## src/rtl/lcd_word_sequencer.sv

```systemverilog
`default_nettype none
// ============================================================================
//  Module   : lcd_word_sequencer
//  Purpose  : Drives an HD44780-style character LCD in 8-bit mode. After a
//             power-up wait it sends the init commands, then for each gesture
//             strobe it looks up a 6-character word and writes it to line 1.
//             Strobes that arrive while busy are held (latest wins) and are
//             serviced without returning to IDLE.
//  Ports    : clk           - system clock, rising edge
//             rst_n         - asynchronous active-low reset
//             gesture_valid - one-cycle strobe qualifying gesture_code
//             gesture_code  - gesture index
//             word_sel      - code driven to the external word lookup
//             word_chars    - lookup result {c5..c0}, ASCII
//             lcd_rs        - 0 = command, 1 = data
//             lcd_e         - LCD enable strobe
//             lcd_data      - LCD data bus
//             busy          - high whenever not IDLE
//             done          - one-cycle pulse when a word write completes
//  Revision : 1.0 - initial release
// ============================================================================
module lcd_word_sequencer #(
   parameter int POWERUP_CYCLES = 750000,
   parameter int E_CYCLES       = 25,
   parameter int GAP_CYCLES     = 2500,
   parameter int CLEAR_CYCLES   = 100000
) (
   input  logic        clk,
   input  logic        rst_n,
   input  logic        gesture_valid,
   input  logic [3:0]  gesture_code,
   output logic [3:0]  word_sel,
   input  logic [47:0] word_chars,
   output logic        lcd_rs,
   output logic        lcd_e,
   output logic [7:0]  lcd_data,
   output logic        busy,
   output logic        done
);

   localparam int c_MAX_A = (POWERUP_CYCLES > CLEAR_CYCLES) ? POWERUP_CYCLES : CLEAR_CYCLES;
   localparam int c_MAX_B = (GAP_CYCLES > E_CYCLES) ? GAP_CYCLES : E_CYCLES;
   localparam int c_MAX   = (c_MAX_A > c_MAX_B) ? c_MAX_A : c_MAX_B;
   localparam int c_CW    = $clog2(c_MAX + 1);

   localparam logic [c_CW-1:0] c_PWR_LAST   = c_CW'(POWERUP_CYCLES - 1);
   localparam logic [c_CW-1:0] c_E_LAST     = c_CW'(E_CYCLES - 1);
   localparam logic [c_CW-1:0] c_GAP_LAST   = c_CW'(GAP_CYCLES - 1);
   localparam logic [c_CW-1:0] c_CLEAR_LAST = c_CW'(CLEAR_CYCLES - 1);

   typedef enum logic [2:0] {
      S_PWRUP = 3'd0,
      S_INIT  = 3'd1,
      S_IDLE  = 3'd2,
      S_FETCH = 3'd3,
      S_ADDR  = 3'd4,
      S_CHARS = 3'd5,
      S_FIN   = 3'd6
   } state_t;

   // Phases of a single byte write: setup (e low), strobe (e high), hold (e low)
   typedef enum logic [1:0] {
      PH_SETUP = 2'd0,
      PH_EHI   = 2'd1,
      PH_HOLD  = 2'd2
   } phase_t;

   state_t            state_q;
   phase_t            phase_q;
   logic [c_CW-1:0]   cnt_q;
   logic [2:0]        idx_q;
   logic [47:0]       chars_q;
   logic [3:0]        word_sel_q;
   logic              pend_q;
   logic [3:0]        pend_code_q;
   logic              lcd_e_q;
   logic              lcd_rs_q;
   logic [7:0]        lcd_data_q;
   logic              done_q;

   logic [c_CW-1:0]   w_hold_last;
   logic              w_byte_done;
   logic              w_req_valid;
   logic [3:0]        w_req_code;

   function automatic logic [7:0] init_cmd(input logic [2:0] i);
      case (i)
         3'd0:    init_cmd = 8'h38;
         3'd1:    init_cmd = 8'h0C;
         3'd2:    init_cmd = 8'h06;
         default: init_cmd = 8'h01;
      endcase
   endfunction

   function automatic logic [7:0] char_at(input logic [47:0] b, input logic [2:0] i);
      case (i)
         3'd0:    char_at = b[47:40];
         3'd1:    char_at = b[39:32];
         3'd2:    char_at = b[31:24];
         3'd3:    char_at = b[23:16];
         3'd4:    char_at = b[15:8];
         default: char_at = b[7:0];
      endcase
   endfunction

   // Only the clear command (last init byte) gets the long hold
   assign w_hold_last = (state_q == S_INIT && idx_q == 3'd3) ? c_CLEAR_LAST : c_GAP_LAST;
   assign w_byte_done = (phase_q == PH_HOLD) && (cnt_q == w_hold_last);

   // A strobe in the very cycle a request is serviced is newer than any
   // pending code, so it takes priority and is consumed directly.
   assign w_req_valid = gesture_valid | pend_q;
   assign w_req_code  = gesture_valid ? gesture_code : pend_code_q;

   always_ff @(posedge clk or negedge rst_n) begin
      if (!rst_n) begin
         state_q     <= S_PWRUP;
         phase_q     <= PH_SETUP;
         cnt_q       <= '0;
         idx_q       <= 3'd0;
         chars_q     <= '0;
         word_sel_q  <= 4'd0;
         pend_q      <= 1'b0;
         pend_code_q <= 4'd0;
         lcd_e_q     <= 1'b0;
         lcd_rs_q    <= 1'b0;
         lcd_data_q  <= 8'h00;
         done_q      <= 1'b0;
      end else begin
         done_q <= 1'b0;

         // Capture strobes while busy; servicing branches below clear this
         if (gesture_valid && state_q != S_IDLE) begin
            pend_q      <= 1'b1;
            pend_code_q <= gesture_code;
         end

         // Shared byte-write timing; completion is handled per state
         if ((state_q == S_INIT || state_q == S_ADDR || state_q == S_CHARS) && !w_byte_done) begin
            case (phase_q)
               PH_SETUP: begin
                  lcd_e_q <= 1'b1;
                  phase_q <= PH_EHI;
                  cnt_q   <= '0;
               end
               PH_EHI: begin
                  if (cnt_q == c_E_LAST) begin
                     lcd_e_q <= 1'b0;
                     phase_q <= PH_HOLD;
                     cnt_q   <= '0;
                  end else begin
                     cnt_q <= cnt_q + 1'b1;
                  end
               end
               default: cnt_q <= cnt_q + 1'b1;
            endcase
         end

         case (state_q)
            S_PWRUP: begin
               if (cnt_q == c_PWR_LAST) begin
                  state_q    <= S_INIT;
                  idx_q      <= 3'd0;
                  phase_q    <= PH_SETUP;
                  cnt_q      <= '0;
                  lcd_rs_q   <= 1'b0;
                  lcd_data_q <= init_cmd(3'd0);
               end else begin
                  cnt_q <= cnt_q + 1'b1;
               end
            end
            S_INIT: begin
               if (w_byte_done) begin
                  cnt_q <= '0;
                  if (idx_q == 3'd3) begin
                     if (w_req_valid) begin
                        word_sel_q <= w_req_code;
                        pend_q     <= 1'b0;
                        state_q    <= S_FETCH;
                     end else begin
                        state_q <= S_IDLE;
                     end
                  end else begin
                     idx_q      <= idx_q + 3'd1;
                     phase_q    <= PH_SETUP;
                     lcd_data_q <= init_cmd(idx_q + 3'd1);
                  end
               end
            end
            S_IDLE: begin
               if (w_req_valid) begin
                  word_sel_q <= w_req_code;
                  pend_q     <= 1'b0;
                  state_q    <= S_FETCH;
               end
            end
            S_FETCH: begin
               chars_q    <= word_chars;
               state_q    <= S_ADDR;
               phase_q    <= PH_SETUP;
               cnt_q      <= '0;
               lcd_rs_q   <= 1'b0;
               lcd_data_q <= 8'h80;
            end
            S_ADDR: begin
               if (w_byte_done) begin
                  state_q    <= S_CHARS;
                  idx_q      <= 3'd0;
                  phase_q    <= PH_SETUP;
                  cnt_q      <= '0;
                  lcd_rs_q   <= 1'b1;
                  lcd_data_q <= char_at(chars_q, 3'd0);
               end
            end
            S_CHARS: begin
               if (w_byte_done) begin
                  cnt_q <= '0;
                  if (idx_q == 3'd5) begin
                     state_q <= S_FIN;
                     done_q  <= 1'b1;
                  end else begin
                     idx_q      <= idx_q + 3'd1;
                     phase_q    <= PH_SETUP;
                     lcd_data_q <= char_at(chars_q, idx_q + 3'd1);
                  end
               end
            end
            S_FIN: begin
               if (w_req_valid) begin
                  word_sel_q <= w_req_code;
                  pend_q     <= 1'b0;
                  state_q    <= S_FETCH;
               end else begin
                  state_q <= S_IDLE;
               end
            end
            default: state_q <= S_PWRUP;
         endcase
      end
   end

   assign word_sel = word_sel_q;
   assign lcd_e    = lcd_e_q;
   assign lcd_rs   = lcd_rs_q;
   assign lcd_data = lcd_data_q;
   assign done     = done_q;
   assign busy     = (state_q != S_IDLE);

endmodule
`default_nettype wire

```

## config.mk

```make
export PLATFORM = sky130hd
export DESIGN_NAME = lcd_word_sequencer
export DESIGN_NICKNAME = d
export VERILOG_FILES = /design/src/rtl/lcd_word_sequencer.sv
export SDC_FILE = /design/constraint.sdc
export NUM_CORES = 1
export LEC_CHECK = 0
export BUFFER_PORTS_ARGS = -buffer_cell sky130_fd_sc_hd__buf_4
export CAP_MARGIN = 20
export CORE_ASPECT_RATIO = 1.75
export CORE_MARGIN = 1.5
export CORE_UTILIZATION = 32
export CTS_CLUSTER_SIZE = 14
export DETAILED_ROUTE_END_ITERATION = 12
export GPL_TIMING_DRIVEN = 0
export HOLD_SLACK_MARGIN = 0.03
export PLACE_DENSITY = 0.58
export SLEW_MARGIN = 20
export SYNTH_ARGS = -nofsm -noshare
export SYNTH_HDL_FRONTEND = slang
export SYNTH_SLANG_ARGS = --single-unit
```

## constraint.sdc

```tcl
create_clock -name clk -period 3.8 [get_ports clk]
set_clock_uncertainty 0.15 [all_clocks]
set_input_delay 0.76 -clock clk [delete_from_list [all_inputs] [get_ports clk]]
set_output_delay 0.76 -clock clk [all_outputs]
set_load 0.01 [all_outputs]
```

==> flow_summary.rst <==
.. list-table::
   :header-rows: 1

   * - Metric
     - Value
   * - Share of final-layout standard cells stronger than drive strength 1
     - approximately 28%
   * - Pins over their slew limit
     - 0
   * - Largest net degree at the start of global routing
     - between 90 and 100
   * - Peak fanout along the critical path
     - 10
   * - Kind of end point of the critical path
     - flip-flop
   * - Worst slack, placed
     - between 0.7 and 0.8 ns
   * - Nets@finish
     - 635
   * - Reg2reg end
     - lcd_data[3]$_DFFE_PN0P_
   * - Worst Setup Start Kind
     - flip-flop
   * - Final critical-path share of the clock period
     - between 80% and 90%
   * - Worst Path Required
     - a little under 4 ns
   * - Total number of H-tree levels
     - 3
   * - DRC errors left
     - 0
   * - Quantity of gates resized following cts
     - 0
   * - # IOs
     - just over 70
   * - Clock slew at reported path FFs
     - 0.07 ns
   * - Placed Cells
     - ~750
   * - Number of setup violations in the final report
     - 0
   * - Final Worst Setup Slack
     - about 0.69 ns
   * - Weighted congestion at the end of routability-driven global placement
     - about 0.96
   * - Critical path type
     - reg -> reg
   * - Largest cells by area after synthesis
     - sky130_fd_sc_hd__dfrtp_1 (47%), sky130_fd_sc_hd__mux2_2 (12%), sky130_fd_sc_hd__a21oi_1 (3.1%)
   * - Fmax
     - 321 MHz
   * - Number of buffers inserted by hold repair at cts
     - 0
   * - Sink count of the clock tree
     - 96
   * - Die outline area
     - between 15000 and 20000 sq um
   * - Wire length of the first global-routing pass
     - 22300 um
   * - Count of maximum capacitance violations
     - 0
   * - Sum of negative setup slack
     - 0 ns
   * - Clock tree from TritonCTS
     - yes
   * - DP Wirelength
     - 10700 um
   * - Synthesized area
     - slightly above 5000 sq um
   * - Worst rel slew slack
     - approximately two fifths
   * - GR Overflow Total
     - 0
   * - Mapped Nets
     - around 560
   * - Ant diodes
     - 0
   * - Leakage power total
     - around 2.7 nW
   * - Syn avg cell area
     - 10.4 sq um
   * - Overall track demand over capacity in global routing
     - around 17%
   * - Largest area contributor in the netlist
     - sky130_fd_sc_hd__dfrtp_1
   * - Core Region
     - between 15000 and 20000 sq um
   * - Setup repair bufs after CTS
     - 0
   * - Worst Max-Slew Pin Slew
     - between 0.8 and 0.9 ns
   * - Die width
     - between 90 and 100 um
   * - Share of synthesized registers carrying an async set or reset
     - between 90% and 100%
   * - Wire length per cell
     - between 15 and 20 um
   * - Commonest cells post-synth
     - sky130_fd_sc_hd__dfrtp_1 (96), sky130_fd_sc_hd__mux2_2 (55), sky130_fd_sc_hd__nor2_1 (35)
   * - DR iter-0 viols
     - ~180
   * - Root buffer cell
     - sky130_fd_sc_hd__clkbuf_16
   * - Layout overhead on the synthesized area
     - 21.3%
   * - Cell Pwr Density
     - around 360 nW/um^2
   * - Top cell type's share of synthesized area
     - 46.9%
   * - Final worst path period need
     - about 3.1 ns
   * - Part of the Yosys area used for sequential elements
     - 46.9%
   * - Via-to-Cell Ratio
     - about 5.5
   * - Count of placed standard cells in the final layout, fillers left out
     - 765
   * - Fraction of the core area covered by cells at the end of the flow
     - roughly two fifths
   * - Worst reg2reg path startpoint
     - idx_q[2]$_DFFE_PN0P_
   * - Antenna-violating nets left
     - 0
   * - Detailed-router iteration count before antenna repair
     - 7
   * - Most used standard cell by instance count after synthesis
     - sky130_fd_sc_hd__dfrtp_1
   * - Flip-flop and latch count after synthesis
     - 96
   * - Maximum resistive drop on vdd
     - roughly 240 uV
   * - Clock insertion delay at the later pin of the skew report
     - ~0.35 ns
   * - CTS Buffer Depth
     - 2
   * - Setup slack on the worst flop-to-flop path
     - ~0.7 ns
   * - Post-placement cell area
     - just under 6000 sq um
   * - Number of warnings printed during yosys synthesis
     - 0
   * - Cell row count
     - between 60 and 70
   * - Count of flip-flops with a built-in enable after synthesis
     - 0
   * - Launching instance or port of the critical path
     - idx_q[2]$_DFFE_PN0P_
   * - Number of antenna violations at the first check in global routing
     - 0
   * - TritonCTS buffer count
     - 9
   * - Height of the chip
     - approximately 170 um
   * - Setup repair after global routing missed its margin
     - false
   * - Final Hold Fails
     - 0
   * - Crit path DAT
     - 3.25 ns
   * - Via count
     - roughly 4200
   * - HP Class
     - in -> async
   * - Status
     - completed
   * - Via count of the first global-routing pass
     - between 4000 and 5000
   * - Post-layout instance area
     - approximately 6200 sq um
   * - Post-Synthesis Cells
     - between 400 and 500
   * - Starting density of the core
     - 32.4%
   * - Yosys cell types
     - between 60 and 70
   * - FILL cells
     - 1525
   * - Most used flip-flop cell after synthesis
     - sky130_fd_sc_hd__dfrtp_1
   * - Number of cells on the worst reg-to-reg path
     - 9
   * - Port Buffers
     - approximately 70
   * - Total routed wirelength
     - around 14000 um
   * - Worst Setup EP
     - lcd_data[3]$_DFFE_PN0P_
state kept, by name (all words and copies together), names as in the netlist:
| signal | flops |
|---|---|
| done | 1 |
| chars_q | 48 |
| cnt_q | 20 |
| idx_q | 3 |
| lcd_rs | 1 |
| state_q | 3 |
| pend_code_q | 4 |
| word_sel | 4 |
| lcd_e | 1 |
| lcd_data | 8 |
| phase_q | 2 |
| pend_q | 1 |
metal layers:
layer | part of all wire (%) | wire [um] | global-route usage, % | vias to the layer above
met1 | 35 | 4870 | 17.0 | 2063
met2 | 56 | 7780 | 32.4 | 126
met5 | 0 | 0 | 0 | -
li1 | - | - | - | 1954
met3 | 3.4 | 479 | 2.71 | 44
met4 | 5.9 | 829 | 12.1 | 0
power breakdown:
part | internal (mW) | switching [mW] | total, mW
registers | 1.05 | 0.0223 | 1.08
logic | 0.0696 | 0.0490 | 0.119
clock network | 0.591 | 0.425 | 1.02
total | 1.71 | 0.496 | 2.21
cells in the final DEF (no fill, tap or decap), types with 5 or more instances in the layout:
master / netlist / routed
sky130_fd_sc_hd__dfrtp_1: 96 / 96
sky130_fd_sc_hd__buf_4: 0 / 68
sky130_fd_sc_hd__mux2_2: 55 / 55
sky130_fd_sc_hd__nor2_1: 35 / 35
sky130_fd_sc_hd__nand2_1: 34 / 34
sky130_fd_sc_hd__a21oi_1: 32 / 32
sky130_fd_sc_hd__inv_1: 22 / 22
sky130_fd_sc_hd__nand3_1: 19 / 19
sky130_fd_sc_hd__clkbuf_1: 15 / 15
sky130_fd_sc_hd__or3_1: 13 / 13
sky130_fd_sc_hd__o21ai_0: 13 / 13
sky130_fd_sc_hd__o21ai_1: 12 / 12
sky130_fd_sc_hd__a22oi_1: 12 / 12
sky130_fd_sc_hd__nor3_1: 10 / 10
sky130_fd_sc_hd__ha_1: 9 / 9
sky130_fd_sc_hd__clkbuf_16: 0 / 9
sky130_fd_sc_hd__buf_6: 7 / 8
sky130_fd_sc_hd__buf_2: 7 / 7
sky130_fd_sc_hd__a21o_1: 7 / 7
sky130_fd_sc_hd__nor4_1: 6 / 6
sky130_fd_sc_hd__mux2i_1: 6 / 6
sky130_fd_sc_hd__nand4_1: 5 / 5
sky130_fd_sc_hd__nand2b_1: 5 / 5
cells by family (layout without fill, tap and decap cells):
family,after synthesis,after routing,synth area share (%)
adders and majority gates,9,9,2.20
AOI/OAI and AO/OA,117,117,16.1
and+or+nand+nor,155,155,16.4
DFF,96,96,46.9
buffers and inverters,53,138,5.09
muxes,61,61,13.3
per-stage QoR:
step | power [mW] | hold slack, ns
global route | 2.29 | 0.366
finish | 2.21 | 0.315
global placement | 1.21 | 0.336
detailed placement | 1.22 | 0.340
floorplan | 1.13 | 0.314
CTS | 2.23 | 0.357
layout make-up:
cell class / count / area, sq um / area share [%]
multi-input cells: 342 / 2450 / 39.5
repair buffers: 69 / 522 / 8.41
well taps: 189 / 236 / 3.81
clock inverters: 7 / 106 / 1.71
plain buffers: 31 / 178 / 2.86
flip-flops and latches: 96 / 2400 / 38.7
inverters: 22 / 82.6 / 1.33
clock buffers: 9 / 225 / 3.63
how the worst min path moves through the flow:
stage / slack [ns] / cells after the start / to / start
6_report: 0.31 / 1 / cnt_q[11]$_DFF_PN0_ / rst_n
5_1_grt: 0.37 / 1 / chars_q[6]$_DFFE_PN0P_ / chars_q[6]$_DFFE_PN0P_
4_1_cts: 0.36 / 1 / chars_q[12]$_DFFE_PN0P_ / chars_q[12]$_DFFE_PN0P_
3_5_place_dp: 0.34 / 1 / chars_q[12]$_DFFE_PN0P_ / chars_q[12]$_DFFE_PN0P_
3_3_place_gp: 0.34 / 1 / chars_q[15]$_DFFE_PN0P_ / chars_q[15]$_DFFE_PN0P_
2_1_floorplan: 0.31 / 0 / chars_q[0]$_DFFE_PN0P_ / rst_n
worst max-delay path, stage by stage (launching register included):
cell	delay (ns)
sky130_fd_sc_hd__dfrtp_1	0.32
sky130_fd_sc_hd__clkbuf_1	0.37
sky130_fd_sc_hd__inv_1	0.17
sky130_fd_sc_hd__ha_1	0.35
sky130_fd_sc_hd__clkbuf_1	0.38
sky130_fd_sc_hd__inv_1	0.27
sky130_fd_sc_hd__a21oi_1	0.23
sky130_fd_sc_hd__a21oi_1	0.06
sky130_fd_sc_hd__o311ai_0	0.49
sky130_fd_sc_hd__mux2_2	0.25
Note: power is estimated with default switching activity, not from simulation.
